### config.mk
export PLATFORM = sky130hd
export DESIGN_NAME = noc_router_output
export DESIGN_NICKNAME = d
export VERILOG_FILES = /design/src/rtl/noc_pkg.sv /design/src/rtl/noc_router_arb_rr.sv /design/src/rtl/noc_router_output.sv
export SDC_FILE = /design/constraint.sdc
export NUM_CORES = 1
export LEC_CHECK = 0
export BUFFER_PORTS_ARGS = -buffer_cell sky130_fd_sc_hd__buf_2
export CORE_ASPECT_RATIO = 0.7
export CORE_MARGIN = 2
export CORE_UTILIZATION = 40
export DETAILED_ROUTE_END_ITERATION = 16
export GPL_TIMING_DRIVEN = 0
export PLACE_DENSITY = 0.67
export RECOVER_POWER = 50
export SLEW_MARGIN = 25
export SYNTH_ARGS = -nofsm -noshare
export SYNTH_HDL_FRONTEND = slang
export SYNTH_HIERARCHICAL = 1
export SYNTH_SLANG_ARGS = --single-unit
### constraint.sdc
create_clock -name clk -period 3 [get_ports clk]
set_clock_uncertainty 0.05 [all_clocks]
set_input_delay 0.45 -clock clk [delete_from_list [all_inputs] [get_ports clk]]
set_output_delay 0.45 -clock clk [all_outputs]
set_load 0.02 [all_outputs]
### src/rtl/noc_pkg.sv
// -----------------------------------------------------------------------------
// noc_pkg
// Shared declarations for the NoC router output stage:
//   arb_state_e  - per-VC input arbiter state (IDLE / LOCKED)
//   idx_w()      - width of an index able to address n items (at least 1 bit)
//   wrap_inc()   - increment an index modulo n (n need not be a power of two)
// -----------------------------------------------------------------------------
package noc_pkg;

  // An input arbiter is either free to pick a new packet or held by one
  // input until that packet's last flit has been accepted.
  typedef enum logic {
    IDLE   = 1'b0,
    LOCKED = 1'b1
  } arb_state_e;

  // Index width for n items; a single item still needs a 1-bit index so
  // that ports and registers never collapse to zero width.
  function automatic int idx_w(input int n);
    return (n > 1) ? $clog2(n) : 1;
  endfunction

  // (idx + 1) mod n without relying on n being a power of two.
  function automatic int wrap_inc(input int idx, input int n);
    return (idx + 1 >= n) ? 0 : idx + 1;
  endfunction

endpackage : noc_pkg

### src/rtl/noc_router_arb_rr.sv
// -----------------------------------------------------------------------------
// noc_router_arb_rr
// Purely combinational round-robin picker: grants the first requester at or
// after ptr, wrapping around. Holds no state; the caller owns the pointer.
//
// Parameters:
//   N          number of requesters
// Ports:
//   req        [N-1:0]         request vector
//   ptr        [idx_w(N)-1:0]  highest-priority index (must be < N)
//   grant      [N-1:0]         one-hot grant, all zero when nothing requests
//   grant_idx  [idx_w(N)-1:0]  binary index of the grant (0 when none)
// -----------------------------------------------------------------------------
module noc_router_arb_rr
  import noc_pkg::*;
#(
  parameter int N = 2
) (
  input  logic [N-1:0]        req,
  input  logic [idx_w(N)-1:0] ptr,
  output logic [N-1:0]        grant,
  output logic [idx_w(N)-1:0] grant_idx
);

  localparam int W = idx_w(N);

  always_comb begin
    int  idx;
    logic found;
    // NOTE: every output gets a default before the search loop; without it a
    // cycle with no request would leave them unassigned and infer latches.
    grant     = '0;
    grant_idx = '0;
    found     = 1'b0;
    idx       = 0;
    for (int k = 0; k < N; k++) begin
      // ptr < N, so a single subtraction is enough to wrap.
      idx = int'(ptr) + k;
      if (idx >= N) idx = idx - N;
      if (!found && req[idx]) begin
        found      = 1'b1;
        grant[idx] = 1'b1;
        grant_idx  = W'(idx);
      end
    end
  end

endmodule : noc_router_arb_rr

### src/rtl/noc_router_output.sv
// -----------------------------------------------------------------------------
// noc_router_output
// One output port of a NoC router. For every virtual channel, the router
// inputs compete through a packet-locking round-robin arbiter; the winner's
// flits go into a per-VC FIFO. A second round-robin arbiter then picks one
// VC per cycle to drive the link.
//
// Optional feature (macro NOC_ROUTER_OUTPUT_VCLOCK_EN):
//   defined   - the VC arbiter stays on a VC from its first non-last transfer
//               until that VC's last flit leaves, so packets never interleave
//               on the link.
//   undefined - VC arbitration is re-decided every flit.
//
// Parameters:
//   FLIT_WIDTH    flit width in bits
//   VCHANNELS     number of virtual channels
//   INPUTS        router inputs competing for this output
//   BUFFER_DEPTH  per-VC FIFO depth (power of two, >= 2)
// Ports:
//   clk        clock, rising edge
//   rst        synchronous active-high reset
//   in_flit    [VCHANNELS][INPUTS][FLIT_WIDTH]  flit per VC per input
//   in_last    [VCHANNELS][INPUTS]              last flit of packet
//   in_valid   [VCHANNELS][INPUTS]              flit valid
//   in_ready   [VCHANNELS][INPUTS]              flit accepted on valid & ready
//   out_flit   [FLIT_WIDTH]                     link flit (0 when idle)
//   out_last   1                                link last flag (0 when idle)
//   out_valid  [VCHANNELS]                      one-hot VC of out_flit
//   out_ready  [VCHANNELS]                      downstream per-VC ready
// -----------------------------------------------------------------------------
module noc_router_output
  import noc_pkg::*;
#(
  parameter int FLIT_WIDTH   = 32,
  parameter int VCHANNELS    = 1,
  parameter int INPUTS       = 1,
  parameter int BUFFER_DEPTH = 4
) (
  input  logic                                           clk,
  input  logic                                           rst,
  input  logic [VCHANNELS-1:0][INPUTS-1:0][FLIT_WIDTH-1:0] in_flit,
  input  logic [VCHANNELS-1:0][INPUTS-1:0]               in_last,
  input  logic [VCHANNELS-1:0][INPUTS-1:0]               in_valid,
  output logic [VCHANNELS-1:0][INPUTS-1:0]               in_ready,
  output logic [FLIT_WIDTH-1:0]                          out_flit,
  output logic                                           out_last,
  output logic [VCHANNELS-1:0]                           out_valid,
  input  logic [VCHANNELS-1:0]                           out_ready
);

  localparam int IW = idx_w(INPUTS);
  localparam int VW = idx_w(VCHANNELS);
  localparam int AW = idx_w(BUFFER_DEPTH);
  localparam int CW = $clog2(BUFFER_DEPTH) + 1;

  // FIFO heads and emptiness, gathered from the per-VC blocks.
  logic [VCHANNELS-1:0][FLIT_WIDTH:0] head;
  logic [VCHANNELS-1:0]               fifo_empty;

  // VC chosen for the link this cycle (one-hot) and its index.
  logic [VCHANNELS-1:0] vc_pick;
  logic [VW-1:0]        vc_win;

  // ---------------------------------------------------------------------------
  // Per-VC input arbitration and buffering
  // ---------------------------------------------------------------------------
  for (genvar v = 0; v < VCHANNELS; v++) begin : g_vc

    arb_state_e        state;
    logic [IW-1:0]     owner;
    logic [IW-1:0]     rr_ptr;

    logic [INPUTS-1:0] arb_grant;
    logic [IW-1:0]     arb_idx;
    logic [INPUTS-1:0] sel;
    logic [IW-1:0]     win_idx;
    logic              win_last;

    logic [FLIT_WIDTH:0] mem [BUFFER_DEPTH];
    logic [AW-1:0]       wr_ptr;
    logic [AW-1:0]       rd_ptr;
    logic [CW-1:0]       count;
    logic                full;
    logic                wr_en;
    logic                rd_en;

    noc_router_arb_rr #(
      .N (INPUTS)
    ) u_in_arb (
      .req       (in_valid[v]),
      .ptr       (rr_ptr),
      .grant     (arb_grant),
      .grant_idx (arb_idx)
    );

    // While locked the owner keeps the grant even through its idle cycles,
    // so other inputs cannot slip a flit into the middle of its packet.
    always_comb begin
      if (state == LOCKED) begin
        sel     = INPUTS'(1) << owner;
        win_idx = owner;
      end else begin
        sel     = arb_grant;
        win_idx = arb_idx;
      end
    end

    assign full  = (count == CW'(BUFFER_DEPTH));
    assign rd_en = vc_pick[v];

    // A full FIFO can still take a flit when its head leaves this same cycle.
    assign in_ready[v] = rst ? '0 : (sel & {INPUTS{!full || rd_en}});

    assign wr_en    = |(in_valid[v] & in_ready[v]);
    assign win_last = in_last[v][win_idx];

    assign fifo_empty[v] = (count == '0);
    assign head[v]       = mem[rd_ptr];

    // NOTE: state registers use non-blocking assignments so every register in
    // this block samples the pre-edge values, independent of statement order.
    always_ff @(posedge clk) begin
      if (rst) begin
        state  <= IDLE;
        owner  <= '0;
        rr_ptr <= '0;
        wr_ptr <= '0;
        rd_ptr <= '0;
        count  <= '0;
      end else begin
        if (wr_en) begin
          if (win_last) begin
            state  <= IDLE;
            rr_ptr <= IW'(wrap_inc(int'(win_idx), INPUTS));
          end else begin
            state <= LOCKED;
            owner <= win_idx;
          end
          // Depth is a power of two, so natural overflow is the modulo wrap.
          wr_ptr <= wr_ptr + 1'b1;
        end
        if (rd_en) rd_ptr <= rd_ptr + 1'b1;
        case ({wr_en, rd_en})
          2'b10:   count <= count + 1'b1;
          2'b01:   count <= count - 1'b1;
          default: count <= count;
        endcase
      end
    end

    // NOTE: the storage array has no reset; clearing count and pointers is
    // enough to make stale entries unreachable, and keeps it a plain RAM.
    always_ff @(posedge clk) begin
      if (wr_en) mem[wr_ptr] <= {win_last, in_flit[v][win_idx]};
    end

  end : g_vc

  // ---------------------------------------------------------------------------
  // VC arbitration onto the link
  // ---------------------------------------------------------------------------
  logic [VCHANNELS-1:0] eligible;
  logic [VCHANNELS-1:0] vc_grant;
  logic [VW-1:0]        vc_idx;
  logic [VW-1:0]        vc_ptr;

  assign eligible = ~fifo_empty & out_ready;

  noc_router_arb_rr #(
    .N (VCHANNELS)
  ) u_vc_arb (
    .req       (eligible),
    .ptr       (vc_ptr),
    .grant     (vc_grant),
    .grant_idx (vc_idx)
  );

`ifdef NOC_ROUTER_OUTPUT_VCLOCK_EN
  logic          vc_locked;
  logic [VW-1:0] vc_owner;

  // A locked VC that is momentarily not eligible stalls the link rather than
  // letting another VC's flits interleave with its packet.
  always_comb begin
    if (rst) begin
      vc_pick = '0;
      vc_win  = '0;
    end else if (vc_locked) begin
      vc_pick = eligible & (VCHANNELS'(1) << vc_owner);
      vc_win  = vc_owner;
    end else begin
      vc_pick = vc_grant;
      vc_win  = vc_idx;
    end
  end
`else
  always_comb begin
    vc_pick = rst ? '0 : vc_grant;
    vc_win  = vc_idx;
  end
`endif

  assign out_valid = vc_pick;

  // Idle link drives zeros rather than whatever sits at a FIFO head.
  always_comb begin
    {out_last, out_flit} = '0;
    if (|vc_pick) {out_last, out_flit} = head[vc_win];
  end

  always_ff @(posedge clk) begin
    if (rst) begin
      vc_ptr    <= '0;
`ifdef NOC_ROUTER_OUTPUT_VCLOCK_EN
      vc_locked <= 1'b0;
      vc_owner  <= '0;
`endif
    end else if (|vc_pick) begin
      vc_ptr    <= VW'(wrap_inc(int'(vc_win), VCHANNELS));
`ifdef NOC_ROUTER_OUTPUT_VCLOCK_EN
      vc_locked <= !out_last;
      vc_owner  <= vc_win;
`endif
    end
  end

endmodule : noc_router_output

Word level (Yosys, flattened, before mapping)
Memories as Yosys holds them, arrays and structs flattened. A register that Yosys moved wholly into a read port is not among the register bits.
Index checks and enable logic that the tools add are counted.
{ "totals": {"elab_cells": 72, "inputBits": 37, "reg_bits": 11, "output_inout_bits": 35, "ramBits": 132, "memories": 1} }
{ "op_classes": {"n_shift": 1, "n_eq_ne": 3, "add_sub_neg": 8, "mux": 29, "magnitude_cmp": 10, "n_reduce_logical": 8, "bitwise": 5} }
{ "memory_table": {"columns": ["name", "words", "word_bits", "read_ports", "rd_clocked_by_memory_dff", "write_ports", "line", "text"], "rows": [
  ["g_vc[0].mem", 4, 33, 1, 1, 1, "noc_router_output.sv:79", "logic [FLIT_WIDTH:0] mem [BUFFER_DEPTH];"]
]} }
{ "ops": {"columns": ["op", "count"], "rows": [
  ["$mux W32", 4],
  ["$ge A32 B1 Y1 const B", 2],
  ["$lt A32 B2 Y1 const B", 2],
  ["$mux W33", 1],
  ["$mux W1", 21],
  ["$pmux W3 S2", 1],
  ["$add A1 B1 Y2 const B", 2],
  ["$add A2 B1 Y2 const B", 2],
  ["$ge A2 B1 Y1 const B", 2],
  ["$mux W2", 2],
  ["$reduce_and A2 Y1", 2],
  ["$sub A1 B1 Y2 const B", 2],
  ["$add A3 B1 Y3 const B", 1],
  ["$and A1 B1 Y1", 3],
  ["$eq A3 B3 Y1 const B", 1],
  ["$logic_not A3 Y1", 1],
  ["$sub A3 B1 Y3 const B", 1],
  ["$eq A2 B1 Y1 const B", 1],
  ["$eq A2 B2 Y1 const B", 1],
  ["$ge A1 B1 Y1 const B", 2],
  ["$logic_and A1 B1 Y1", 2],
  ["$lt A1 B1 Y1 const B", 2],
  ["$not A1 Y1", 2],
  ["$reduce_bool A2 Y1", 1],
  ["other kinds (3)", 3]
]} }

Longest topological paths before layout
Gate-level depths: netlist (run 1).
{ "logic_depth": {"word_depth": 13, "ltp_mapped": 12, "ltp_nobuf": 11} }

Hierarchy
The synthesis (run 1) kept the hierarchy.
{ "modules_own_cells": {"columns": ["module", "cells_per_inst", "area_each_um2", "seq_area_each_um2", "instances"], "rows": [
  ["noc_router_output", 277, 5631.7, 4184.0, 1],
  ["noc_router_arb_rr", 3, 18.8, 0.0, 2]
]} }

Least setup slack after synthesis (run 1)
No wires, ideal clock.
{ "synth_timing": {"kind": "in2reg", "startpoint": "in out_ready", "endpoint": "reg g_vc[0].count[2]", "required_time_ps": 2879, "setup_time_ps": 71, "arrival_time_ps": 2389, "path_slack_ps": 490, "n_path_buf": 2, "cell_stages": 11, "path_cell_list": "o31a_1 buf_4 nand2b_2 clkbuf_1 inv_1 ha_1 inv_1 fa_1 xor2_1 or3_1 a21oi_1"} }
{ "synth_between": {"elab_chain_cells": 11, "elab_cells_between_ends": 13, "classes_between": "2 x eq/ne; 6 x mux; 3 x bitwise; 2 x reduce/logical"} }
{ "synth_lines": {"columns": ["element", "line", "text"], "rows": [
  ["start: declaration", "noc_router_output.sv:48", "input logic [VCHANNELS-1:0] out_ready"],
  ["$and A1 B1 Y1 *", "noc_router_output.sv:167", "assign eligible = ~fifo_empty & out_ready;"],
  ["$mux W1 (implied by the code) * (2 in series)", "noc_router_arb_rr.sv:40", "if (!found && req[idx]) begin"],
  ["$mux W1 *", "noc_router_arb_rr.sv:40", null],
  ["net vc_grant", "noc_router_output.sv:163", "logic [VCHANNELS-1:0] vc_grant;"],
  ["$mux W1 *", "noc_router_output.sv:198", "vc_pick = rst ? '0 : vc_grant;"],
  ["net out_valid", "noc_router_output.sv:47", "output logic [VCHANNELS-1:0] out_valid,"],
  ["$logic_or A1 B1 Y1", "noc_router_output.sv:112", "assign in_ready[v] = rst ? '0 : (sel & {INPUTS{!full || rd_en}});"],
  ["$and A1 B1 Y1", "noc_router_output.sv:112", null],
  ["$mux W1", "noc_router_output.sv:112", null],
  ["$and A1 B1 Y1", "noc_router_output.sv:114", "assign wr_en = |(in_valid[v] & in_ready[v]);"],
  ["$eq A2 B1 Y1 or $eq A2 B2 Y1 (tied branches)", "noc_router_output.sv:143", "case ({wr_en, rd_en})"],
  ["$pmux W3 S2 or $reduce_bool A2 Y1 (tied branches)", null, null],
  ["end signal: assignment", "noc_router_output.sv:144", "2'b10: count <= count + 1'b1;"],
  ["end signal: assignment", "noc_router_output.sv:145", "2'b01: count <= count - 1'b1;"],
  ["end signal: assignment", "noc_router_output.sv:146", "default: count <= count;"],
  ["end: declaration", "noc_router_output.sv:82", "logic [CW-1:0] count;"]
]} }
The timed path passes the listed nets; every way through them passes the cells marked *. The select of a mux whose other input is x is not followed.
A chain may end at the register's enable or synchronous reset.

Worst setup path after layout (run 1)
{ "layout_timing": {"startpoint": "reg g_vc[0].count[0]", "endpoint": "reg g_vc[0].count[2]"} }
{ "layout_between": {"elab_chain_cells": 13, "elab_cells_between_ends": 19, "classes_between": "2 x add/sub; 3 x eq/ne; 6 x mux; 4 x bitwise; 4 x reduce/logical"} }
{ "layout_lines": {"columns": ["element", "line", "text"], "rows": [
  ["$logic_not A3 Y1 *", "noc_router_output.sv:117", "assign fifo_empty[v] = (count == '0);"],
  ["$not A1 Y1 *", "noc_router_output.sv:167", null],
  ["$and A1 B1 Y1 *", "noc_router_output.sv:167", null],
  ["net eligible", "noc_router_output.sv:162", "logic [VCHANNELS-1:0] eligible;"],
  ["$mux W1 (implied by the code) * (2 in series)", "noc_router_arb_rr.sv:40", null],
  ["$mux W1 *", "noc_router_arb_rr.sv:40", null],
  ["net vc_grant", "noc_router_output.sv:163", null],
  ["$mux W1 *", "noc_router_output.sv:198", null],
  ["$logic_or A1 B1 Y1", "noc_router_output.sv:112", null],
  ["$and A1 B1 Y1", "noc_router_output.sv:112", null],
  ["$mux W1", "noc_router_output.sv:112", null],
  ["$and A1 B1 Y1", "noc_router_output.sv:114", null],
  ["$eq A2 B1 Y1 or $eq A2 B2 Y1 (tied branches)", "noc_router_output.sv:143", null],
  ["$pmux W3 S2 or $reduce_bool A2 Y1 (tied branches)", null, null]
]} }
Marks and branches as above.

==> impl_metrics.json, run 1 <==
{
  "finalCriticalPeriod_ns": 2.762,
  "hold_path_depth": 1,
  "path_cells": "o31a_1 -> buf_4 -> nand2b_4 -> nand3_2 -> and2_4 -> inv_2 -> ha_1 -> inv_1 -> fa_1 -> xor2_1 -> or3_1 -> a21oi_1",
  "worst_pin_slew_ns": 0.9129,
  "coreArea_um2": 13870,
  "use_met1_pct": 20.27,
  "nNetsFinal": 417,
  "drc": 0,
  "finalCritPeriodShare_pct": 92.08,
  "slowest_stage": "fa_1",
  "rows": 36,
  "cp-start-kind": "register",
  "path_clk_slew_ns": 0.06,
  "gp_congestion": 0.6824,
  "tritoncts": "built",
  "viasPerCell": 4.896,
  "ys_warn_count": 6,
  "cts.path.max_buffers": 2,
  "area_delta_synth_final_pct": 22.68,
  "grt_overflow": 0,
  "initial_utilization_pct": 40.76,
  "slew_headroom_pct": 39.14,
  "fp.dieW_um": 146.1,
  "clockRootBuffer": "clkbuf_16",
  "syn-cell-area_um2": 5654,
  "fmax_ghz": 0.3620,
  "placed_cell_area_um2": 6355,
  "crit_arrival_ns": 3.05,
  "clock_sink_count": 143,
  "numCtsBuffers": 17,
  "end_kind": "register",
  "maxCapViolations": 0,
  "rsz0062_at_grt": "false",
  "io_pins": 72,
  "antenna_found_initial": 0,
  "insertion_delay_ns": 0.41,
  "cp_num_cells": 12,
  "grt_max_degree": 20,
  "htree_levels": 4,
  "hp-class": "in -> reg",
  "maxSlewViolCount": 0,
  "drive_gt1_share_pct": 32.04,
  "use_met2_pct": 25.00,
  "worstRegToRegCells": 12,
  "outcome": "complete, no violations",
  "drt-pass1-iter-count": 4,
  "grt_use_met3_pct": 5.439,
  "busiest_layer": "met2",
  "final_hold_viol_count": 0,
  "grtUsageTotal_pct": 15.53,
  "fin_hold_ws_ns": 0.2423,
  "routed_wl_um": 10780,
  "crit_buf_inv": 3,
  "syn_nets": 323,
  "die_h_um": 103.5,
  "critPathMaxFanout": 9,
  "insertedDiodeCount": 0,
  "cp_top_family": "simple AND/OR/NAND/NOR gates",
  "num_vias": 2825,
  "slowest_delay_ns": 0.38,
  "critical_path_class": "reg -> reg",
  "hpwl_um": 6882,
  "powerDensity_nw_per_um2": 682.2,
  "first_global_vias": 3046,
  "wire_per_inst_um": 18.68,
  "crit_required_ns": 3.28,
  "initialDrtViolationCount": 164,
  "leakage_nw": 2.317,
  "dieArea_um2": 15120,
  "grt_pass1_wl_um": 16930,
  "vdd.ir_drop.worst_v": 0.0005307,
  "syn_area_per_cell_um2": 20.19,
  "postRouteAntennaNets": 0,
  "syn_inst": 280,
  "final_area_um2": 6937,
  "setup_viol": 0,
  "portBuffers": 71
}
stage by stage:
stage	TNS (ns)	total power, W	utilization [%]	cells	setup WS (ns)
detailed placement	0	0.002590	45.81	545	0.1226
CTS	0	0.004783	50.28	577	0.1655
floorplan	0	0.002483	-	280	0.4901
global route	0	0.004891	50.00	577	0.07028
finish	0	0.004732	50.00	577	0.2376
global placement	-21.50	0.002572	45.03	541	-0.1768
flip-flops by register name (all words and copies together) (netlist names), named ones only:
| signal | count |
|---|---|
| g_vc.mem | 132 |
| g_vc.count | 3 |
| g_vc.rd_ptr | 2 |
| g_vc.wr_ptr | 2 |
| g_vc.owner | 1 |
| g_vc.state | 1 |
report_power, final:
group	internal, W	total (W)	switching (W)
Sequential	0.00222	0.00223	0.0000143
Clock	0.00140	0.00219	0.000799
Combinational	0.000149	0.000305	0.000156
Total	0.00376	0.00473	0.000969
worst register-to-register path: stages, from the launching register on:
cell	delay [ns]
dfxtp_1	0.35
o31a_1	0.31
buf_4	0.17
nand2b_4	0.15
nand3_2	0.19
and2_4	0.21
inv_2	0.04
ha_1	0.17
inv_1	0.06
fa_1	0.38
xor2_1	0.16
or3_1	0.31
a21oi_1	0.15
repair_timing:
action | CTS | global route
gates resized for setup | 0 | 1
setup endpoints to repair | 0 | 1
setup buffers | 0 | 0
hold buffers | 0 | 0
cells in the final DEF (no fill, tap or decap), types with 2 or more instances in the layout:
master        n
ha_1          5
clkinv_4      3
nand2b_1      5
nand3_1       2
clkinvlp_4    2
dfxtp_1      11
inv_1         7
and3_2        2
buf_16        3
bufinv_16     4
buf_4         3
nor2b_1      31
mux4_2       33
and3_1        2
nor2b_4       2
a21oi_1       5
clkbuf_1     40
clkbuf_16    17
inv_6         2
buf_2        41
buf_12        4
nor2_1        7
xor2_1        3
edfxtp_1    132
area by class of cell:
type                    instances  area [um^2]
flip-flops and latches        143         4184
repair buffers                 75        416.7
clock buffers                  19        432.9
fillers                      1199         6937
well taps                     190        237.7
inverters                       8        30.03
multi-input cells             114         1320
plain buffers                  15        127.6
clock inverters                13        187.7
path summary, 6_finish.rpt:
path / startpoint / slack [ns] / to
worst max-delay path: g_vc[0].count[0] / 0.24 / g_vc[0].count[2]
worst min-delay path: in_flit[3] / 0.24 / g_vc[0].mem[3][3]
worst max register to register: g_vc[0].count[0] / 0.24 / g_vc[0].count[2]
worst min register to register: g_vc[0].wr_ptr[0] / 0.47 / g_vc[0].wr_ptr[0]
layer usage:
metal / share of wire [%] / up-vias
met5: 0 / -
met4: 0.95 / 0
met3: 5.4 / 11
met2: 47 / 76
met1: 46 / 1445
li1: - / 1293
(Power assumes the default switching activity.)
==> inputs of run 2 (changes only) <==
Settings changed: CORE_UTILIZATION 40 to 62, PLACE_DENSITY 0.67 to 0.93.
Clock period 3 ns to 3.5 ns, I/O delays scaled along.
==> run 2 against run 1 <==
Non-clock buffer count unchanged. Critical endpoint unchanged. Sequential power fell by 14%. Routed wire length is 1.1% lower. Hold slack gained 0.076 ns. Critical path depth is the same. Combinational power is 15% lower. Total power down 18%. Clock power is 23% lower. First-iteration DRC count is 12% higher. Global-route usage increased by 7.8 points. Register-to-register slack improved by 0.27 ns.
==> impl_metrics.json, run 2 (synthesized netlist as in run 1, its figures left out) <==
{
  "reg2reg_from": "g_vc[0].count[1]",
  "hold_path_depth": 1,
  "largest_register_ffs": 132,
  "fmax_ghz": 0.3338,
  "grt_use_met3_pct": 6.489,
  "cts_hold_buf": 0,
  "placed_cell_area_um2": 6257,
  "vdd.ir_drop.worst_v": 0.0004738,
  "cts_resized": 0,
  "num_vias": 2901,
  "first_global_vias": 3026,
  "initialDrtViolationCount": 183,
  "insertedDiodeCount": 0,
  "routed_wl_um": 10660,
  "die_h_um": 83.90,
  "hp-class": "in -> reg",
  "drive_gt1_share_pct": 30.49,
  "dieArea_um2": 9912,
  "path_clk_slew_ns": 0.06,
  "fp.dieW_um": 118.1,
  "r2r_setup_slack_ns": 0.50,
  "drt-pass1-iter-count": 4,
  "rows": 29,
  "grt_pass1_wl_um": 16500,
  "antenna_found_initial": 0,
  "final_hold_viol_count": 0,
  "rsz0062_at_grt": "false",
  "htree_levels": 4,
  "use_met1_pct": 29.82,
  "grt_max_degree": 28,
  "outcome": "complete, no violations",
  "powerDensity_nw_per_um2": 571.1,
  "portBuffers": 71,
  "slew_headroom_pct": 49.63,
  "maxSlewViolCount": 0,
  "viasPerCell": 5.677,
  "grtUsageTotal_pct": 23.37,
  "critPathMaxFanout": 9,
  "setup.worst_path.start": "g_vc[0].count[1]",
  "setup_tns_ns": 0,
  "finalCriticalPeriod_ns": 2.996,
  "gp_congestion": 0.8233,
  "cp-start-kind": "register",
  "crit_path_end": "g_vc[0].count[2]",
  "area_delta_synth_final_pct": 19.52,
  "nNetsFinal": 417,
  "cts.path.max_buffers": 2,
  "tritoncts": "built",
  "wire_per_inst_um": 20.86,
  "final_cell_mix": "edfxtp_1 (132), buf_2 (41), clkbuf_1 (40)",
  "maxCapViolations": 0,
  "use_met2_pct": 38.83,
  "finalCritPeriodShare_pct": 85.59,
  "final_area_um2": 6758,
  "post-place-ws_ns": 0.5886,
  "worstRegToRegCells": 12,
  "reg_top3": "g_vc.mem x132, g_vc.count x3",
  "busiest_layer": "met2",
  "io_pins": 72,
  "grt_overflow": 0,
  "fin_ws_ns": 0.5043,
  "initial_utilization_pct": 63.09,
  "hpwl_um": 6353,
  "layout_commonest_cell": "edfxtp_1",
  "insertion_delay_ns": 0.41,
  "regMostFlops": "g_vc.mem",
  "clockRootBuffer": "clkbuf_16",
  "coreArea_um2": 8962,
  "end_kind": "register",
  "numCtsBuffers": 17,
  "postRouteAntennaNets": 0,
  "drc": 0,
  "critical_path_class": "reg -> reg",
  "setup_viol": 0,
  "crit_required_ns": 3.79,
  "post_cts_buffers": 0,
  "clock_sink_count": 143,
  "worst_pin_slew_ns": 0.7556,
  "leakage_nw": 2.270,
  "reg2reg_to": "g_vc[0].count[2]",
  "crit_arrival_ns": 3.29
}
[run 2: cell count changes in the layout (fill, tap and decap cells not counted), moves of 2 or more]
cell	before	now
clkinv_4	3	1
inv_6	2	0
clkinv_1	1	5
clkinv_2	1	3
buf_12	4	6
bufinv_16	4	2
buf_16	3	1
[run 2: per-layer routing]
layer / part of all wire [%] / vias to the layer above
li1: - / 1288
met1: 40 / 1498
met2: 53 / 101
met3: 6.2 / 14
met4: 1.2 / 0
met5: 0 / -
[run 2: layout make-up]
type | count | area, um^2
repair buffers | 75 | 401.6
inverters | 8 | 30.03
clock inverters | 14 | 125.1
clock buffers | 18 | 429.2
fillers | 517 | 2205
well taps | 124 | 155.1
multi-input cells | 114 | 1309
flip-flops and latches | 143 | 4184
plain buffers | 15 | 123.9
[run 2: where the power goes]
group,internal (W),switching (W)
Sequential,0.00190,0.0000135
Clock,0.00103,0.000654
Combinational,0.000127,0.000133
Total,0.00306,0.000801
[run 2: worst min-delay path by stage]
stage	from	end
4_1_cts	in_flit[19]	g_vc[0].mem[0][19]
3_5_place_dp	g_vc[0].wr_ptr[0]	g_vc[0].wr_ptr[0]
5_1_grt	in_flit[27]	g_vc[0].mem[2][27]
2_1_floorplan	g_vc[0].wr_ptr[0]	g_vc[0].wr_ptr[0]
3_3_place_gp	g_vc[0].wr_ptr[0]	g_vc[0].wr_ptr[0]
6_report	in_flit[1]	g_vc[0].mem[2][1]
[run 2: stage by stage]
stage	util (%)	hold WS [ns]	total power, W	cells
after floorplan	-	0.4267	0.002128	280
after global placement	68.78	0.4468	0.002196	475
after detailed placement	69.82	0.4734	0.002214	479
after CTS	76.00	0.2571	0.003893	511
after global routing	75.40	0.3213	0.003968	511
final	75.40	0.3183	0.003859	511
[run 2: worst max-delay path, stage by stage, from the launching register on]
cell and delay (ns):
dfxtp_1 0.34, o31a_1 0.30, clkbuf_1 0.16, nand2b_2 0.24, nand3_1 0.31, and2_4 0.27
inv_2 0.05, ha_1 0.17, inv_1 0.06, fa_1 0.37, xor2_1 0.15, or3_1 0.31
a21oi_1 0.15
==> inputs of run 3 (changes only) <==
Settings changed: ABC_AREA set to 1, CTS_BUF_LIST set to sky130_fd_sc_hd__clkbuf_16.
==> run 3 against run 2 <==
Design area grew 1.1%. Routed wire length rose by 23%. Largest power group unchanged. Sequential power is essentially flat. Largest cell class unchanged.
==> impl_metrics.json, run 3 <==
{
  "dieArea_um2": 9996,
  "tritoncts": "built",
  "numCtsBuffers": 17,
  "crit_required_ns": 3.56,
  "outcome": "complete, no violations",
  "insertion_delay_ns": 0.41,
  "final_cell_mix": "nor2_1 (142), edfxtp_1 (132), buf_2 (45)",
  "finalPower_w": 0.003786,
  "antenna_found_initial": 0,
  "clockRootBuffer": "clkbuf_16",
  "switching_share_pct": 22.26,
  "layout_commonest_cell": "nor2_1",
  "fmax_ghz": 0.3369,
  "vdd.ir_drop.worst_v": 0.0004346,
  "grt_max_degree": 24,
  "first_global_vias": 4212,
  "comb_power_share_pct": 6.5,
  "reg_top3": "g_vc.mem x132, g_vc.count x3",
  "fin_hold_ws_ns": 0.3073,
  "coreArea_um2": 8999,
  "routed_wl_um": 13100,
  "leakage_nw": 2.501,
  "maxSlewViolCount": 0,
  "drc": 0,
  "syn_nets": 512,
  "nNetsFinal": 606,
  "critical_path_class": "reg -> reg",
  "setup_tns_ns": 0,
  "drive_gt1_share_pct": 16.67,
  "clock_sink_count": 143,
  "cts_hold_buf": 0,
  "hp-class": "in -> reg",
  "power_frac_clock_pct": 43.1,
  "maxCapViolations": 0,
  "htree_levels": 4,
  "portBuffers": 71,
  "grtUsageTotal_pct": 27.97,
  "p_seq_share_pct": 50.3,
  "area_delta_synth_final_pct": 19.72,
  "cp-start-kind": "register",
  "die_h_um": 84.25,
  "num_vias": 3948,
  "cts_resized": 0,
  "wire_per_inst_um": 18.71,
  "io_pins": 72,
  "powerDensity_nw_per_um2": 554.4,
  "switchingPower_w": 0.0008428,
  "drt-pass1-iter-count": 5,
  "end_kind": "register",
  "syn-cell-area_um2": 5704,
  "ys_warn_count": 6,
  "largest_register_ffs": 132,
  "critPathMaxFanout": 23,
  "insertedDiodeCount": 0,
  "finalCriticalPeriod_ns": 2.968,
  "crit_arrival_ns": 3.03,
  "path_clk_slew_ns": 0.06,
  "postRouteAntennaNets": 0,
  "gp_congestion": 0.7567,
  "syn_area_per_cell_um2": 12.16,
  "grt_overflow": 0,
  "post_cts_buffers": 0,
  "hpwl_um": 8247,
  "post-place-ws_ns": 0.7980,
  "rows": 29,
  "p_int_w": 0.002944,
  "grt_pass1_wl_um": 20800,
  "worst_pin_slew_ns": 1.184,
  "initialDrtViolationCount": 449,
  "initial_utilization_pct": 63.39,
  "viasPerCell": 5.640,
  "cts.path.max_buffers": 2,
  "syn_inst": 469,
  "fin_ws_ns": 0.5322,
  "setup_viol": 0,
  "finalCritPeriodShare_pct": 84.80,
  "slew_headroom_pct": 20.79,
  "rsz0062_at_grt": "false",
  "final_hold_viol_count": 0,
  "regMostFlops": "g_vc.mem",
  "fp.dieW_um": 118.6
}
-- run 3: cell types whose count changed in the layout (fill, tap and decap cells not counted), sizes merged, moves of 3 or more --
cell      previous run  this run
a21oi                6        42
and3                 4         0
buf                 51        57
clkbuf              57        64
clkinvlp             3         0
inv                  8        25
mux4                33         0
nand2                1         7
nand2b               6         0
nor2                 7       146
nor2b               33         0
o21ai                2        72
-- run 3: per-stage QoR --
step | std cells | instance area [um^2] | util [%]
floorplan | 469 | 5704 | -
finish | 700 | 6829 | 75.89
global placement | 664 | 6215 | 69.06
detailed placement | 668 | 6347 | 70.54
global route | 700 | 6829 | 75.89
CTS | 700 | 6890 | 76.57
-- run 3: layer usage --
layer	up-vias	part of all wire [%]	GRT usage, %
met5	-	0	0
met4	0	1.6	9.524
met3	25	8.2	6.929
met2	204	51	48.43
met1	1887	39	34.95
li1	1832	-	-
-- run 3: final cells by class --
| type | count | area (um^2) |
|---|---|---|
| clock inverter | 13 | 67.56 |
| tap | 124 | 155.1 |
| inverter | 19 | 71.32 |
| sequential | 143 | 4184 |
| buffer | 27 | 156.4 |
| multi-input combinational | 280 | 1303 |
| fill | 569 | 2170 |
| clock buffer | 19 | 475.5 |
| timing repair buffer | 75 | 416.7 |
-- run 3: power groups by stage --
stage               combinational, W  clock [W]  sequential [W]
finish                      0.000246    0.00163         0.00191
global route                0.000274    0.00172         0.00191
CTS                         0.000253    0.00165         0.00191
detailed placement          0.000249          0         0.00194
global placement            0.000224          0         0.00194
floorplan                   0.000144          0         0.00194
-- run 3: path summary, 6_finish.rpt --
kind / start / to / slack, ns / cells past startpoint
max: g_vc[0].count[1] / g_vc[0].mem[2][12] / 0.53 / 8
min: rst / g_vc[0].count[1] / 0.31 / 2
max reg2reg: g_vc[0].count[1] / g_vc[0].mem[2][12] / 0.53 / 8
min reg2reg: g_vc[0].owner / g_vc[0].owner / 0.45 / 2
-- run 3: worst max-delay path, cell delays in order, from the launching register on --
cell,delay (ns)
dfxtp_1,0.36
nor2_1,0.08
a21boi_0,0.17
buf_4,0.14
nand2_1,0.19
nand3_1,0.25
nand3_4,0.20
nor2_1,0.93
buf_12,0.29
